<file path="config.mk">
export PLATFORM = sky130hd
export DESIGN_NAME = ball_paddle_renderer
export DESIGN_NICKNAME = d
export VERILOG_FILES = /design/src/rtl/vga_game_pkg.sv /design/src/rtl/paddle_ctrl.sv /design/src/rtl/ball_paddle_renderer.sv
export SDC_FILE = /design/constraint.sdc
export NUM_CORES = 1
export LEC_CHECK = 0
export BUFFER_PORTS_ARGS = -buffer_cell sky130_fd_sc_hd__buf_2
export CORE_MARGIN = 3
export CORE_UTILIZATION = 61
export CTS_BUF_LIST = sky130_fd_sc_hd__clkbuf_8
export DETAILED_ROUTE_END_ITERATION = 7
export PLACE_DENSITY = 0.8
export SYNTH_ARGS = -nofsm -noshare
export SYNTH_HDL_FRONTEND = slang
export SYNTH_SLANG_ARGS = --single-unit
export TNS_END_PERCENT = 50
</file>
<file path="constraint.sdc">
create_clock -name clk -period 9.26 [get_ports clk]
set_input_delay 1.852 -clock clk [delete_from_list [all_inputs] [get_ports clk]]
set_output_delay 1.852 -clock clk [all_outputs]
set_load 0.01 [all_outputs]
</file>
<file path="src/rtl/vga_game_pkg.sv">
// rtl/vga_game_pkg.sv - timing constants, game states and colours for the ball/paddle game
package vga_game_pkg;
  localparam logic [10:0] H_TOTAL      = 11'd800;
  localparam logic [10:0] V_TOTAL      = 11'd525;
  localparam logic [10:0] H_ACT_START  = 11'd144;
  localparam logic [10:0] H_ACT_END    = 11'd784;
  localparam logic [10:0] V_ACT_START  = 11'd35;
  localparam logic [10:0] V_ACT_END    = 11'd515;
  localparam logic [10:0] FRAME_TICK_Y = 11'd515;

  localparam logic [10:0] PADDLE_X0 = 11'd432;
  localparam logic [10:0] BALL_X0   = 11'd460;
  localparam logic [10:0] BALL_Y0   = 11'd270;

  typedef enum logic [1:0] {IDLE, SERVE, PLAY, OVER} game_state_t;

  localparam logic [11:0] WHITE = 12'hfff;
  localparam logic [11:0] GREEN = 12'h0f0;
  localparam logic [11:0] RED   = 12'hf00;
  localparam logic [11:0] BLACK = 12'h000;
endpackage

</file>
<file path="src/rtl/paddle_ctrl.sv">
// rtl/paddle_ctrl.sv - paddle x register, moved once per enabled frame tick and clamped to the active area
module paddle_ctrl
  import vga_game_pkg::*;
#(
  parameter int PADDLE_W    = 64,
  parameter int PADDLE_STEP = 4
) (
  input  logic        clk,
  input  logic        clr,
  input  logic        en,
  input  logic        btn_l,
  input  logic        btn_r,
  output logic [10:0] px
);
  localparam logic [10:0] STEP   = 11'(PADDLE_STEP);
  localparam logic [10:0] PX_MAX = H_ACT_END - 11'(PADDLE_W);

  always_ff @(posedge clk) begin
    if (clr) begin
      px <= PADDLE_X0;
    end else if (en) begin
      if (btn_l && !btn_r)
        px <= (px < H_ACT_START + STEP) ? H_ACT_START : px - STEP;
      else if (btn_r && !btn_l)
        px <= (px + STEP > PX_MAX) ? PX_MAX : px + STEP;
    end
  end
endmodule

</file>
<file path="src/rtl/ball_paddle_renderer.sv">
// rtl/ball_paddle_renderer.sv - ball-and-paddle game state and registered pixel colour for the VGA timing block
module ball_paddle_renderer
  import vga_game_pkg::*;
#(
  parameter int BALL_SIZE    = 8,
  parameter int BALL_STEP    = 2,
  parameter int PADDLE_W     = 64,
  parameter int PADDLE_H     = 8,
  parameter int PADDLE_Y     = 490,
  parameter int PADDLE_STEP  = 4,
  parameter int SERVE_FRAMES = 60,
  parameter int MISS_LIMIT   = 3
) (
  input  logic       clk,
  input  logic       clr,
  input  logic [9:0] xsync,
  input  logic [9:0] ysync,
  input  logic       btn_l,
  input  logic       btn_r,
  input  logic       btn_start,
  output logic [3:0] r,
  output logic [3:0] g,
  output logic [3:0] b,
  output logic [7:0] score,
  output logic [1:0] misses,
  output logic       game_over
);
  localparam logic [10:0] BSIZE      = 11'(BALL_SIZE);
  localparam logic [10:0] BSTEP      = 11'(BALL_STEP);
  localparam logic [10:0] PW         = 11'(PADDLE_W);
  localparam logic [10:0] PH         = 11'(PADDLE_H);
  localparam logic [10:0] PY         = 11'(PADDLE_Y);
  localparam logic [7:0]  SERVE_LAST = 8'(SERVE_FRAMES - 1);
  localparam logic [1:0]  MISS_LAST  = 2'(MISS_LIMIT - 1);

  game_state_t state;
  logic [10:0] x, y, px, bx, by, nx, ny;
  logic        dx, dy, ndx, ndy;   // 1 = moving towards larger coordinates
  logic [7:0]  serve_cnt;
  logic        start_q, start_rise, frame_tick, hit, lost;
  logic        ball_on, paddle_on, active;
  logic [11:0] pix, rgb;

  assign x          = {1'b0, xsync};
  assign y          = {1'b0, ysync};
  assign frame_tick = (x == 11'd0) && (y == FRAME_TICK_Y);
  assign start_rise = btn_start && !start_q;

  paddle_ctrl #(.PADDLE_W(PADDLE_W), .PADDLE_STEP(PADDLE_STEP)) u_paddle (
    .clk   (clk),
    .clr   (clr),
    .en    (frame_tick && (state != OVER)),
    .btn_l (btn_l),
    .btn_r (btn_r),
    .px    (px)
  );

  always_comb begin
    nx  = dx ? bx + BSTEP : bx - BSTEP;
    ny  = dy ? by + BSTEP : by - BSTEP;
    ndx = dx;
    ndy = dy;
    if (nx < H_ACT_START) begin
      nx  = H_ACT_START;
      ndx = !dx;
    end else if (nx + BSIZE > H_ACT_END) begin
      nx  = H_ACT_END - BSIZE;
      ndx = !dx;
    end
    if (ny < V_ACT_START) begin
      ny  = V_ACT_START;
      ndy = !dy;
    end
    // paddle contact is judged against the paddle position before this tick's move
    hit  = dy && (ny + BSIZE >= PY) && (by + BSIZE < PY + PH) &&
           (nx + BSIZE > px) && (nx < px + PW);
    lost = !hit && (ny + BSIZE > V_ACT_END);
  end

  always_ff @(posedge clk) begin
    if (clr) begin
      state     <= IDLE;
      score     <= 8'd0;
      misses    <= 2'd0;
      game_over <= 1'b0;
      bx        <= BALL_X0;
      by        <= BALL_Y0;
      dx        <= 1'b1;
      dy        <= 1'b0;
      serve_cnt <= 8'd0;
      start_q   <= 1'b0;
    end else begin
      start_q <= btn_start;
      case (state)
        IDLE, OVER: begin
          if (start_rise) begin
            state     <= SERVE;
            score     <= 8'd0;
            misses    <= 2'd0;
            game_over <= 1'b0;
            bx        <= BALL_X0;
            by        <= BALL_Y0;
            dx        <= 1'b1;
            dy        <= 1'b0;
            serve_cnt <= 8'd0;
          end
        end
        SERVE: begin
          if (frame_tick) begin
            if (serve_cnt == SERVE_LAST) state <= PLAY;
            else serve_cnt <= serve_cnt + 8'd1;
          end
        end
        PLAY: begin
          if (frame_tick) begin
            if (hit) begin
              bx <= nx;
              by <= PY - BSIZE;
              dx <= ndx;
              dy <= 1'b0;
              if (score != 8'hff) score <= score + 8'd1;
            end else if (lost) begin
              misses <= misses + 2'd1;
              if (misses == MISS_LAST) begin
                state     <= OVER;
                game_over <= 1'b1;
              end else begin
                state     <= SERVE;
                bx        <= BALL_X0;
                by        <= BALL_Y0;
                dx        <= 1'b1;
                dy        <= 1'b0;
                serve_cnt <= 8'd0;
              end
            end else begin
              bx <= nx;
              by <= ny;
              dx <= ndx;
              dy <= ndy;
            end
          end
        end
        default: state <= IDLE;
      endcase
    end
  end

  always_comb begin
    active    = (x >= H_ACT_START) && (x < H_ACT_END) && (y >= V_ACT_START) && (y < V_ACT_END);
    ball_on   = ((state == SERVE) || (state == PLAY)) &&
                (x >= bx) && (x < bx + BSIZE) && (y >= by) && (y < by + BSIZE);
    paddle_on = (x >= px) && (x < px + PW) && (y >= PY) && (y < PY + PH);
    pix       = BLACK;
    if (active) begin
      if (ball_on)        pix = WHITE;
      else if (paddle_on) pix = (state == OVER) ? RED : GREEN;
    end
  end

  always_ff @(posedge clk) begin
    if (clr) rgb <= BLACK;
    else     rgb <= pix;
  end

  assign r = rgb[11:8];
  assign g = rgb[7:4];
  assign b = rgb[3:0];
endmodule
</file>
Yosys cells after proc, flatten, opt, wreduce, memory -nomap -nowiden
Index checks and enable logic that the tools add are counted.

Output and inout bits: 23. Register bits: 69. Logic and storage cells: 181.

$add $sub $neg: 15. Reductions and logical operators: 41. Bitwise logic cells: 1. Mux-type cells: 69. Eq/ne operators: 21. $lt $le $gt $ge: 22.

Operator list (number): 11-bit 2-to-1 mux (19); 8-bit 2-to-1 mux (10); 11-bit by 4-bit adder with 11-bit output, second input constant (5); 11-bit one-hot mux with 2 select lines (2); 12-bit 2-to-1 mux (3); 10-bit by 11-bit >= comparator with 1-bit output (3); 11-bit by 10-bit greater-than comparator with 1-bit output, second input constant (3); 10-bit by 11-bit less-than comparator with 1-bit output (3); 2-bit inequality test, second input constant (12); 8-bit one-hot mux with 3 select lines (1); 11-bit by 2-bit adder with 11-bit output, second input constant (2); 11-bit by 8-bit less-than comparator with 1-bit output, second input constant (2); 2-bit 2-to-1 mux (11); 11-bit by 2-bit subtractor with 11-bit output, second input constant (2); 1-bit logical AND (20); 10-bit less-than comparator, second input constant (2); 1-bit 2-to-1 mux (17); 8-bit by 1-bit adder with 8-bit output, second input constant (2); 8-bit one-hot mux with 2 select lines (1); 5-bit AND reduction (3); 6-bit AND reduction (2); 11-bit by 3-bit adder with 11-bit output, second input constant (1); 11-bit by 7-bit adder with 11-bit output, second input constant (1); 11-bit by 9-bit >= comparator with 1-bit output, second input constant (1); other kinds (29) (41).

Logic depth before layout (Yosys ltp)
Gate-level depths: netlist of the first run.

Depth in word-level cells: 16. Mapped depth: 32. Gate-level depth less buffers: 31.

By module
A second synthesis of the first run with hierarchy kept.

Cells, all modules: 906. Area, all modules: 7105.6 µm².

Modules (own cells, without submodules): ball_paddle_renderer (area each 6099.6 µm², cells each 771, instances 1, sequential area each 980.9 µm²); paddle_ctrl (area each 1006.0 µm², cells each 135, instances 1, sequential area each 180.2 µm²).

Worst setup path after synthesis of the first run
OpenSTA, ideal clock, no wires.

Path kind: register to register. From: register dx. To: register misses[1]. Arrival: 5.522 ns. Stages on the path, launching flop included: 30. Path buffers: 1. Slack: 3.615 ns. Cell sequence: dfxtp_1 -> inv_1 -> ha_1 -> a211oi_4 -> o21bai_1 -> o21a_1 -> ha_1 -> xor3_1 -> a21oi_1 -> o21ai_0 -> a31oi_1 -> nor2b_1 -> nor2_1 -> ha_1 -> and4_1 -> and3_1 -> o21ai_0 -> ha_1 -> nand4_1 -> nor2_1 -> and2_1 -> nand2_1 -> nand4_1 -> a21oi_1 -> o311ai_2 -> a21oi_4 -> a31o_1 -> buf_6 -> or2_1 -> mux2_1.

Word-level cells in the longest chain between the ends: 13. Elaborated cells on any way between the ends: 16. Those cells by class: 2 x add/sub; 4 x order compare; 2 x eq/ne; 3 x mux; 5 x reduce/logical.

Ends and longest elaborated chain: start: declaration (line ball_paddle_renderer.sv:38) `logic dx, dy, ndx, ndy;`; start signal: assignment (line ball_paddle_renderer.sv:119) `dx <= ndx;`; start signal: assignment (line ball_paddle_renderer.sv:138) `dx <= ndx;`; 11-bit 2-to-1 mux * (line ball_paddle_renderer.sv:59) `nx = dx ? bx + BSTEP : bx - BSTEP;`; 11-bit by 4-bit adder with 11-bit output (line ball_paddle_renderer.sv:66) `end else if (nx + BSIZE > H_ACT_END) begin`; 11-bit by 10-bit greater-than comparator with 1-bit output (line ball_paddle_renderer.sv:66); 11-bit 2-to-1 mux (line ball_paddle_renderer.sv:66); 11-bit 2-to-1 mux * (line ball_paddle_renderer.sv:63) `if (nx < H_ACT_START) begin`; 11-bit by 4-bit adder with 11-bit output (line ball_paddle_renderer.sv:76) `(nx + BSIZE > px) && (nx < px + PW);`; 11-bit greater-than comparator (line ball_paddle_renderer.sv:76); 1-bit logical AND (line ball_paddle_renderer.sv:75) `hit = dy && (ny + BSIZE >= PY) && (by + BSIZE < PY + PH) &&`; 1-bit logical AND * (line ball_paddle_renderer.sv:76); 1-bit zero test (line ball_paddle_renderer.sv:77) `lost = !hit && (ny + BSIZE > V_ACT_END);`; 1-bit logical AND (line ball_paddle_renderer.sv:77); 2-bit inequality test (no source line); 5-bit AND reduction (no source line) *; end signal: assignment (line ball_paddle_renderer.sv:123) `misses <= misses + 2'd1;`; end: declaration (line ball_paddle_renderer.sv:25) `output logic [1:0] misses,`.

Every way passes the cells marked *; elsewhere a longest branch is shown, timed or not. A chain may end at the register's enable or synchronous reset.

Final worst setup path of the first run
From: register dx. To: register by[8].

Word-level cells in the longest chain between the ends: 15. Elaborated cells on any way between the ends: 19. Those cells by class: 2 x add/sub; 4 x order compare; 1 x eq/ne; 7 x mux; 5 x reduce/logical.

Ends and longest elaborated chain: 11-bit 2-to-1 mux * (line ball_paddle_renderer.sv:59); 11-bit by 4-bit adder with 11-bit output (line ball_paddle_renderer.sv:66); 11-bit by 10-bit greater-than comparator with 1-bit output (line ball_paddle_renderer.sv:66); 11-bit 2-to-1 mux (line ball_paddle_renderer.sv:66); 11-bit 2-to-1 mux * (line ball_paddle_renderer.sv:63); 11-bit by 4-bit adder with 11-bit output (line ball_paddle_renderer.sv:76); 11-bit greater-than comparator (line ball_paddle_renderer.sv:76); 1-bit logical AND (line ball_paddle_renderer.sv:75); 1-bit logical AND * (line ball_paddle_renderer.sv:76); 1-bit zero test (line ball_paddle_renderer.sv:77); 1-bit logical AND (line ball_paddle_renderer.sv:77); 11-bit 2-to-1 mux (line ball_paddle_renderer.sv:122) `end else if (lost) begin`; 11-bit 2-to-1 mux (line ball_paddle_renderer.sv:116) `if (hit) begin`; 11-bit 2-to-1 mux (line ball_paddle_renderer.sv:115) `if (frame_tick) begin`; 11-bit one-hot mux with 2 select lines (line ball_paddle_renderer.sv:94) `case (state)`; end signal: assignment (line ball_paddle_renderer.sv:118) `by <= PY - BSIZE;`; end signal: assignment (line ball_paddle_renderer.sv:137) `by <= ny;`; end: declaration (line ball_paddle_renderer.sv:37) `logic [10:0] x, y, px, bx, by, nx, ny;`.

Every way passes the cells marked *; elsewhere a longest branch is shown, timed or not. The select of a mux whose other input is x is not followed.

==> run summary, run 1 <==
For this block, the initial DRC count from the detailed router was 647. Setup violations remaining at the end of the flow were counted as 0. Timing would allow up to 139.9 MHz. The run finished with clean final reports.

Entering global routing, the biggest net connects 33 pins. The H-tree generated during clock tree synthesis spans 3 levels. VDD sags by at most 0.1141 mV.

The tools report the static leakage as 3.321 nW. The congestion estimate from routability-driven global placement came to 0.9994. The portion of synthesized area spent on multiplexers is 0.7799%. The share of the clock period used by the worst path after layout is 77.17%, and the quantity of gates resized following cts is 0. The die covers 0.01290 mm². The logs give 0.35 ns for the clock insertion delay at the later pin of the skew report and 27.6% for the part of the total power dissipated in sequential elements. The worst path arrival time was 7.34 ns. In the final routed layout, each cell accounts on average for 18.52 µm. The clock network accounts for 26.3% of the total power.

0 antenna diodes ended up in the layout. The clock transition time at the flip-flop clock pins of the worst setup and hold paths was 0.07 ns; the distinct cell type count after synthesis was 102. The design draws 0.001008 W.

In this run the remaining antenna-violating nets after routing total 0. The final route contains 6969 vias. Kind of path behind the tightest hold check: register to register. The fraction of synthesized cell area taken by the top area cell type is 17.90%, and the number of setup buffers added after CTS is 0.

The tools report the final number of max-transition violations as 0. Global routing used 30.10% of the available tracks across all layers. The mean instance size in the synthesized netlist is 8.013 µm², and the number of hold-slack violations in the final timing report is 0. For the relative slew slack, the log shows 24.90%. In this run the standard cell core region covers 0.01108 mm². In this run the cell area of the synthesized design comes to 0.007059 mm². In this run switching power makes up 41.16% of total power.

Dividing the detail-routed via count by the number of cells gives 6.663. Library cell occupying the most area in the post-synthesis netlist: ha_1. For this configuration, the core starts out at a cell density of 63.72%. STA classifies the critical path endpoint as a register. In this run the power spent charging and discharging nets is 0.0004147 W. The final worst slack was 2.114 ns. Setup total negative slack on the finished layout was measured at 0 ns. The detailed placement HPWL is 15020 µm, and the pin slew with the least headroom to its limit is 1.112 ns.

The post-synthesis sequential area ratio was 16.45%. The number of remaining DRC errors was 0; the setup clock skew after layout was 0.01227 ns. The tools report the standard cell area after detailed placement as 0.007243 mm². The tools report the root buffer cell as clkbuf_8.

Yosys attributes the largest share of cell area to ha_1, dfxtp_1, inv_1, xnor2_1, nand2_1. The ratio of cells with drive above 1 in the final layout was 12.25%. For the max-cap check violation count, the log shows 0.

The synthesized-area fraction occupied by xor and xnor cells was 5.051%. The synthesized design contains 0 enable-type register cells. The critical path in this run is classified as register to register. The most frequently used cell type in the post-synthesis netlist is ha_1. The first detailed-routing pass ran for 6 iterations. Measured along the y axis, the die boundary spans 113.6 µm. Summing the areas of all compound-gate instances in the mapped netlist gives 29.55% of the synthesized area. For this run, the number of Yosys warnings is 0. Summed over all layers, the global routing overflow is 0. Number of primary I/O pins: 48. Category of the worst setup path launch point: a register. Number of global-route vias before repair: 6685. Setup repair after global routing left no endpoint under its margin. The number of nets at the end of the flow was 1029. The post-synthesis cell count came out at 881.

The internal power of the cells totals 0.0005928 W. The number of buffers on the longest clock path is 2. The run gives 0 as the number of antenna violations at the first check in global routing.

In this run the horizontal extent of the chip is 113.6 µm. The finished cells cover 0.007462 mm². The logs give 67.36% for the final core utilization and 32130 µm for the first-pass GRT wire length. Async set-or-reset flop fraction in the synthesized netlist: 0%. For the portion of total power attributed to combinational logic, the log shows 46.2%.

The synthesized netlist devotes 22.72% of its cell area to simple gates. The tools report the wire length after detailed routing as 19370 µm. TritonCTS built the clock tree.

Of the total synthesized cell area, the portion taken by full adders, half adders and majority gates is 18.47%. The clock buffer count from CTS was 9; the total nets after synthesis was 1009. The tools report the number of clock sinks as 58. By count the netlist is led by ha_1, inv_1, nand2_1. In the synthesized netlist the dominant register cell turns out to be dfxtp_1.

The post-route minimum period was 7.146 ns. Floorplan row count: 38. Data on the critical path is required at its endpoint by 9.45 ns. In this run the power density over the cells is 135.0 mW/mm².

After synthesis, the largest family of logic cells by area is compound AO/OA/AOI/OAI gates. The number of hold buffers added after CTS was 0. The number of buffers inserted by port buffering works out to 47.

The largest driver fanout on the critical path is 14, and the number of synthesized register bits is 58. At the placement stage, the worst setup path has a slack of 2.453 ns. Relative to the synthesized area, the layout overhead comes to 5.707%.
==> power groups by stage <==
| stage | Clock [W] | Combinational [W] | Sequential [W] |
|---|---|---|---|
| 6_report | 0.000265 | 0.000465 | 0.000278 |
| 5_1_grt | 0.000279 | 0.000513 | 0.000278 |
| 4_1_cts | 0.000267 | 0.000455 | 0.000277 |
| 3_5_place_dp | 0 | 0.000453 | 0.000283 |
| 3_3_place_gp | 0 | 0.000438 | 0.000282 |
| 2_1_floorplan | 0 | 0.000358 | 0.000277 |
==> logic make-up after synthesis <==
kind of cell	count (synthesis)
other cells	1
simple gates	297
compound gates	273
xor+xnor	36
fa+ha+maj	103
mux	5
flops	58
buf+inv	108
==> through the flow <==
step	instances	hold WS, ns
global route	1046	0.5078
floorplan	881	0.4621
detailed placement	1030	0.4696
finish	1046	0.4847
CTS	1046	0.4886
global placement	1030	0.4493
==> sequential cells by signal, summed over array words and instances (netlist names) <==
| name | flops |
|---|---|
| bx | 11 |
| by | 11 |
| u_paddle.px | 9 |
| score | 8 |
| serve_cnt | 8 |
| rgb | 3 |
| misses | 2 |
| state | 2 |
| dx | 1 |
| dy | 1 |
| game_over | 1 |
| start_q | 1 |
==> cells in the final DEF, fill, tap and decap left out, drive strengths merged, types with 7 or more instances in the layout <==
cell type and count:
and2 7, buf 47, o211ai 8, a21o 23
clkbuf 10, nor4 8, xnor2 30, a211oi 11
nor2b 15, o21ai 54, ha 101, nand2 67
nor3 39, a32o 7, nor2 44, nand4b 11
nand3 32, o21a 24, a21oi 49, nand2b 12
inv 70, and3 13, nand4 14, dfxtp 58
a31oi 9
==> worst max-delay path, stage by stage, from the launching register on <==
cell      delay [ns]
dfxtp_1         0.46
inv_1           0.25
ha_1            0.42
o21ai_1         0.38
o21ai_1         0.14
a32oi_1         0.51
nand3_1         0.20
nor4b_1         0.54
nor2_1          0.09
a31oi_1         0.43
a21oi_1         0.21
inv_1           0.13
ha_1            0.23
and4_1          0.26
and3_1          0.18
o21ai_0         0.10
ha_1            0.36
nand4_1         0.12
nor2_1          0.15
and2_1          0.23
nand2_1         0.09
nand4_1         0.10
a21oi_1         0.06
o311ai_2        0.11
a21oi_4         0.09
a31o_2          0.32
nor2_2          0.62
a22oi_1         0.19
==> final timing paths <==
path                     startpoint                      to  slack (ns)  cells past startpoint
max                 dx$_SDFFE_PP1P_      by[8]$_SDFFE_PP1P_        2.11                     27
min          game_over$_SDFFE_PP0P_  game_over$_SDFFE_PP0P_        0.48                      1
max reg2reg         dx$_SDFFE_PP1P_      by[8]$_SDFFE_PP1P_        2.11                     27
min reg2reg  game_over$_SDFFE_PP0P_  game_over$_SDFFE_PP0P_        0.48                      1
==> routing by layer <==
| layer | global-route usage (%) | vias up | routed length (µm) |
|---|---|---|---|
| met5 | 0 | - | 0 |
| met4 | 13.62 | 0 | 704 |
| met3 | 4.456 | 74 | 1355 |
| met2 | 49.78 | 308 | 9067 |
| met1 | 38.75 | 3248 | 8244 |
| li1 | - | 3339 | - |
==> cell type report <==
type | count | area (µm²)
multi-input cells | 715 | 5409
flip-flops and latches | 58 | 1161
clock buffers | 10 | 137.6
fillers | 974 | 3616
inverters | 70 | 262.8
repair buffers | 47 | 235.2
well taps | 140 | 175.2
clock inverters | 6 | 81.33
(Power assumes the default switching activity.)
==> run 2, diff against run 1 <==
CORE_UTILIZATION = 58   (was 61)
clock period = 6.5 ns   (was 9.26 ns; I/O delays follow)
==> run 2 against run 1 <==
Effect of this change:
- critical path type unchanged
- via count is 1.6% lower
- global-route usage is 2.7 points lower
- die area is 4.9% higher
- critical endpoint is now bx[2]$_SDFFE_PP1P_
==> run summary, run 2 (synthesis gave the netlist of run 1 again) <==
The worst pin sits at a relative slew slack of 23.43%. The logs give 27.39% for the overall global routing resource usage and 0 for the max-cap check violation count. Before antenna repair, the detailed router went through 6 iterations.

In this run, post-CTS hold repair placed 0 buffers. Data required time of the critical path: 6.71 ns. The horizontal die dimension is 116.3 µm, and the combined area of the multi-input logic cells is 0.005475 mm². Global routing finished with a remaining overflow of 0. TritonCTS built the clock tree. The largest driver fanout on the critical path was 10; the wire length after detailed routing was 18620 µm. Cell at the slowest stage of the critical path: ha_1. The setup clock skew after layout is 0.01015 ns. For this design, the sink count on the clock tree is 58. At the pin with the least slew margin, the transition time is 1.143 ns. The run gives 9 as the clock buffer count from CTS. Data on the critical path arrives at its endpoint at 6.31 ns.

The total power per unit cell area was 186.3 mW/mm². The number of nets with antenna violations after detailed routing came out at 0. The vertical extent of the die works out to 116.3 µm.

The number of antenna violations at the first check in global routing is 1. The post-route minimum period works out to 6.098 ns. The ratio of routed vias to standard cells was 6.500. Leaving out fill and tap cells, the most frequent cells in the layout are ha_1, inv_1, nand2_1, dfxtp_1, buf_2. The logs give 6107 for the number of global-route vias before repair and 1035 for the number of nets at the end of the flow. The largest incremental delay on the critical path is 0.51 ns, and the number of buffers inserted by port buffering is 47. The number of hold-slack violations in the final timing report is 0, and the number of remaining DRC errors is 0. The final number of max-transition violations was 0; the die area was 0.01353 mm². For the first-pass GRT wire length, the log shows 30080 µm. STA classifies the critical path startpoint as a register. The worst register-to-register path has a depth of 27.

For this design the static power due to leakage is 3.333 nW. The tools report the nature of the critical path endpoint as a register. Detailed placement ended at an HPWL of 14290 µm. Setup repair after global routing left no endpoint under its margin.

The logs give 0.001164 mm² for the register cell area after layout and 6857 for the vias after detailed routing. For hold timing, the worst endpoint is game_over$_SDFFE_PP0P_. Routability-driven placement finished with a final weighted congestion of 0.9323.

After detailed routing, the average wire length per cell comes to 17.64 µm. The run gives 0 as the final setup violation count. The endpoint identified for the worst register-to-register timing path is bx[2]$_SDFFE_PP1P_. The layout-stage area growth over the synthesis result is 7.161%. The instance count along the most critical hold path is 1. In this run the most critical hold path is launched from game_over$_SDFFE_PP0P_. The setup path with the least slack is of type register to register. Beginning of the worst register-to-register path: dx$_SDFFE_PP1P_. Ratio of cells with drive above 1 in the final layout: 14.14%.

In the final layout, the registers with the most flip-flops are bx x11, by x11, u_paddle.px x9. Clock latency on the worst-skew pair, taken at its later pin, is 0.35 ns. Entering global routing, the biggest net connects 33 pins.

Static timing analysis puts the maximum clock frequency at 164.0 MHz. The maximum vdd ir drop is 0.2593 mV. The flow ran to the end, and the final reports show no timing, DRC or antenna violations. The share of the clock period used by the worst path after layout was 93.82%.

The floorplan row count is 39, and the effective utilization at floorplan is 60.53%. The clock passes through at most 2 buffers. The logs give 0 for the number of inserted diodes and 0 ns for the final-layout setup total negative slack.

Overall power consumption after layout is estimated at 0.001409 W. Leaving out fill and tap cells, the most frequent cell in the layout is ha_1. The tools report the number of filler cells placed in the layout as 994. The root buffer cell is clkbuf_8. The kind of path behind the tightest hold check was register to register.

In this run the count of I/O pins placed on the die edge is 48. The clock transition time at the flip-flop clock pins of the worst setup and hold paths was 0.07 ns; the maximum level of the CTS H-tree was 3. In this run the standard cell core region covers 0.01166 mm². In this run, the number of DRC markers left after iteration 0 of detailed routing was 649. The setup check on the worst reg-to-reg path leaves a slack of 0.40 ns.
run 2: cell count changes in the layout (fill, tap and decap cells not counted), moves of 2 or more:
cell	before	now
inv_1	70	68
a21oi_1	44	41
clkinvlp_4	1	3
dfxtp_2	0	2
dfxtp_1	58	56
buf_4	0	6
a21oi_2	4	7
a31o_4	0	2
run 2: how the worst max path moves through the flow:
stage / startpoint / end / cells past startpoint / slack [ns]
6_report: dx$_SDFFE_PP1P_ / bx[2]$_SDFFE_PP1P_ / 27 / 0.40
3_5_place_dp: dx$_SDFFE_PP1P_ / by[8]$_SDFFE_PP1P_ / 25 / 0.11
4_1_cts: dx$_SDFFE_PP1P_ / by[8]$_SDFFE_PP1P_ / 25 / 0.08
3_3_place_gp: dx$_SDFFE_PP1P_ / by[8]$_SDFFE_PP1P_ / 25 / 0.26
5_1_grt: dx$_SDFFE_PP1P_ / by[0]$_SDFFE_PP0P_ / 32 / 0.01
2_1_floorplan: dx$_SDFFE_PP1P_ / misses[1]$_SDFFE_PP0P_ / 29 / 0.85
run 2: metrics by stage:
step           hold slack, ns  utilization (%)  setup slack (ns)  instance area (µm²)  std cells
2_1_floorplan          0.4621                -            0.8545                 7059        881
5_1_grt                0.4915            64.86           0.01049                 7565       1055
4_1_cts                0.4735            64.21           0.08306                 7488       1054
3_3_place_gp           0.4546            62.46            0.2582                 7284       1038
3_5_place_dp           0.4476            62.46            0.1141                 7284       1038
6_report               0.4669            64.86            0.4017                 7565       1055
run 2: worst max-delay path: cells and delay by family (launching register included):
| family | cells | cell delay, ns |
|---|---|---|
| buf+inv | 1 | 0.11 |
| flops | 1 | 0.39 |
| compound gates | 12 | 2.68 |
| fa+ha+maj | 3 | 1.03 |
| mux | 1 | 0.25 |
| simple gates | 10 | 1.50 |
run 2: final cells by class:
cell class	count	share of cell area, %
Tap cell	143	2.365
Timing Repair Buffer	53	3.705
Clock inverter	6	0.8766
Sequential cell	58	15.38
Multi-Input combinational cell	715	72.38
Inverter	70	3.473
Clock buffer	10	1.819
run 2: power by group:
group	internal [W]	switching, W	total, W
combinational	0.000256	0.000414	0.000669
clock	0.000187	0.000160	0.000347
sequential	0.000372	0.0000207	0.000393
run 2: routing by layer:
layer | up-vias | global-route usage, % | part of all wire [%]
met5 | - | 0 | 0.043
met4 | 2 | 7.734 | 1.8
met3 | 46 | 4.819 | 6.8
met2 | 235 | 44.13 | 46
met1 | 3228 | 37.67 | 46
li1 | 3346 | - | -
run 2: what timing repair did:
action | in CTS | in global routing
buffers inserted | 0 | 1
gates resized for setup | 0 | 16
endpoints found under the setup margin | 0 | 45
==> run 3, diff against run 2 <==
clock period = 5.25 ns   (was 6.5 ns; I/O delays follow)
==> run 3 against run 2 <==
Effect of this change:
- the run now ends with negative setup slack left
- die area unchanged
- combinational power is 39% higher
- clock skew increased by 0.0026 ns
- global-route usage grew 3.1 points
- hold slack improved by 0.035 ns
- highest routed layer is now met4
==> run summary, run 3 (synthesis gave the netlist of run 1 again) <==
The run finished, with violations left. The checks that failed: negative setup slack. Summing all multi-input logic gate instances after layout gives 0.005888 mm². The run gives 3 as the maximum level of the CTS H-tree. The worst register-to-register path begins at dx$_SDFFE_PP1P_.

The number of antenna violations at the first check in global routing was 0; the die area was 0.01353 mm². TritonCTS built the clock tree. The worst hold path terminates at score[6]$_SDFFE_PP0P_.

The core region is 0.01166 mm². The instance count along the most critical hold path was 2; the first-pass GRT wire length was 33600 µm. After the last flow step, the layout net total stands at 1146. The number of hold-slack violations in the final timing report came out at 0.

Ratio of cells with drive above 1 in the final layout: 28.74%. For this design, the sink count on the clock tree is 58. The clock buffer count from CTS came out at 9. The top cell types in the final layout, fill and taps aside, are buf_4, ha_1, inv_1, nand2_1, dfxtp_1. On the final layout, the worst clock skew is 0.01272 ns. The run gives 0.001166 mm² as the register cell area after layout. The number of cells after detailed placement is 1132. The run gives 15090 µm as the detailed placement HPWL. The worst hold path begins at score[6]$_SDFFE_PP0P_. The number of filler cells placed in the layout is 787, and the largest driver fanout on the critical path is 8.

The tools report the maximum number of pins on one net before global-route repair as 33. The data required time of the critical path is 5.52 ns. In this run the critical register-to-register path is captured at misses[0]$_SDFFE_PP0P_.

The library cell used most frequently in the layout, excluding fill and tap cells, is buf_4. The tools report the number of buffers on the longest clock path as 2. The routed length per instance was 19.06 µm. The count of cells along the worst register-to-register path is 32. The cell sitting at the root of the clock tree is a clkbuf_8. The worst path in the final design needs a cycle of 5.731 ns, including I/O delays and setup.

On the critical path, the stage with the largest delay is an instance of dfxtp_4. Prior to clock tree synthesis, the placed netlist has a worst setup slack of -0.4191 ns. Once detail routing completed, the nets flagged for antenna violations numbered 0. Counting stages on the worst path, the most repeated cell is nand4_1. The clock transition time at the flip-flop clock pins of the worst setup and hold paths was 0.08 ns. From bottom edge to top edge, the die measures 116.3 µm.

From synthesis to final layout, the design area changed by 26.20%. The worst register-to-register path has a setup slack of -0.48 ns. The kind of path behind the tightest hold check was register to register. The count of hold-fix buffers inserted at cts was 0; the overall global routing resource usage was 30.51%. After layout, the worst path uses 109.2% of the clock period.

VDD sags by at most 0.2056 mV. The standard cell area after detailed placement is 0.008087 mm². Across the run, the number of max-cap violations was 0. The largest registers in the layout are bx x11, by x11, u_paddle.px x9. For this run, the top clock speed supported by timing is 174.5 MHz. Setup violations remaining at the end of the flow were counted as 45. The horizontal die dimension is 116.3 µm. Clock insertion delay at the later pin of the skew report: 0.35 ns.

At the end of routability-driven placement, the weighted congestion stood at 0.9450. The finished cells cover 0.008909 mm². Number of global-route vias before repair: 7011.

The repair_antennas step left the layout with diodes totalling 0. The analysis attributes to cell leakage a power of 3.962 nW. The category of the worst setup path launch point was a register. The total power per unit cell area was 212.6 mW/mm²; the final number of max-transition violations was 0. The logs give 7596 for the vias after detailed routing and -0.4812 ns for the final worst slack.

Using the TritonRoute via totals, the vias-per-cell ratio works out to 6.515. The category of the most critical setup path was register to register. The tools report the relative slew slack as 17.32%.

Summed over all layers, the routed wires come to 22230 µm. Setup repair after global routing could not meet its margin everywhere. For the pin with the worst max-slew slack, the measured transition is 1.224 ns. The logs give 1166 for the count of non-filler cells in the finished layout and 39 for the floorplan row count.

The logs give 0 for the number of remaining DRC errors and 48 for the number of primary I/O pins. The first routing iteration left 738 violations. Before antenna repair, the detailed router went through 6 iterations. The worst path arrival time came out at 6.01 ns. The kind of cell with the highest combined delay along the critical path is compound AO/OA/AOI/OAI gates. After global routing the overflow that remains totals 0. The count of buffers added on input and output ports is 47. Together, buffers and inverters on the worst path number 3. For this configuration, the core starts out at a cell density of 60.53%. STA classifies the critical path endpoint as a register.

The largest incremental delay on the critical path came out at 0.43 ns.
## run 3: worst min-delay path, cell delays in order, from the launching register on
cell	delay (ns)
dfxtp_1	0.34
nand2_1	0.06
mux2i_1	0.06
## run 3: where the power goes
group | switching, W | internal, W
Clock | 0.000196 | 0.000277
Combinational | 0.000541 | 0.000392
Sequential | 0.0000274 | 0.000461
Total | 0.000765 | 0.00113
## run 3: layout make-up
| class | count | area share (%) |
|---|---|---|
| multi-input cells | 715 | 66.10 |
| repair buffers | 163 | 13.22 |
| flip-flops and latches | 58 | 13.09 |
| inverters | 70 | 3.062 |
| well taps | 143 | 2.008 |
| clock buffers | 10 | 1.545 |
| clock inverters | 6 | 0.9129 |
| repair inverters | 1 | 0.07022 |
## run 3: timing repair
item | in CTS | in global routing
setup endpoints to repair | 45 | 45
gates cloned | 1 | 0
hold endpoints to repair | 0 | 0
pin swaps | 36 | 34
buffers inserted | 12 | 8
resized for setup | 46 | 45
## run 3: worst max path at each step
stage / cells after the start / slack (ns) / end / start
after global placement: 24 / -0.22 / by[8]$_SDFFE_PP1P_ / bx[2]$_SDFFE_PP1P_
final: 32 / -0.48 / misses[0]$_SDFFE_PP0P_ / dx$_SDFFE_PP1P_
after detailed placement: 24 / -0.42 / by[8]$_SDFFE_PP1P_ / dx$_SDFFE_PP1P_
after floorplan: 29 / 0.007 / misses[1]$_SDFFE_PP0P_ / bx[2]$_SDFFE_PP1P_
after CTS: 27 / -0.04 / dx$_SDFFE_PP1P_ / dx$_SDFFE_PP1P_
after global routing: 33 / -0.67 / score[5]$_SDFFE_PP0P_ / dx$_SDFFE_PP1P_
## run 3: through the flow
step,setup TNS (ns),hold WS (ns),utilization (%),power [W]
after floorplan,0,0.4621,-,0.001121
after global placement,-2.934,0.4679,69.34,0.001332
after detailed placement,-9.660,0.4805,69.34,0.001349
after CTS,-0.3896,0.4992,74.04,0.001855
after global routing,-26.45,0.5023,76.39,0.002007
final,-18.82,0.5018,76.39,0.001894
## run 3: metal layers
metal	routed length, µm	global-route usage (%)
met2	10460	51.75
met4	1043	10.90
met3	1716	4.197
met5	0	0
met1	9006	39.61
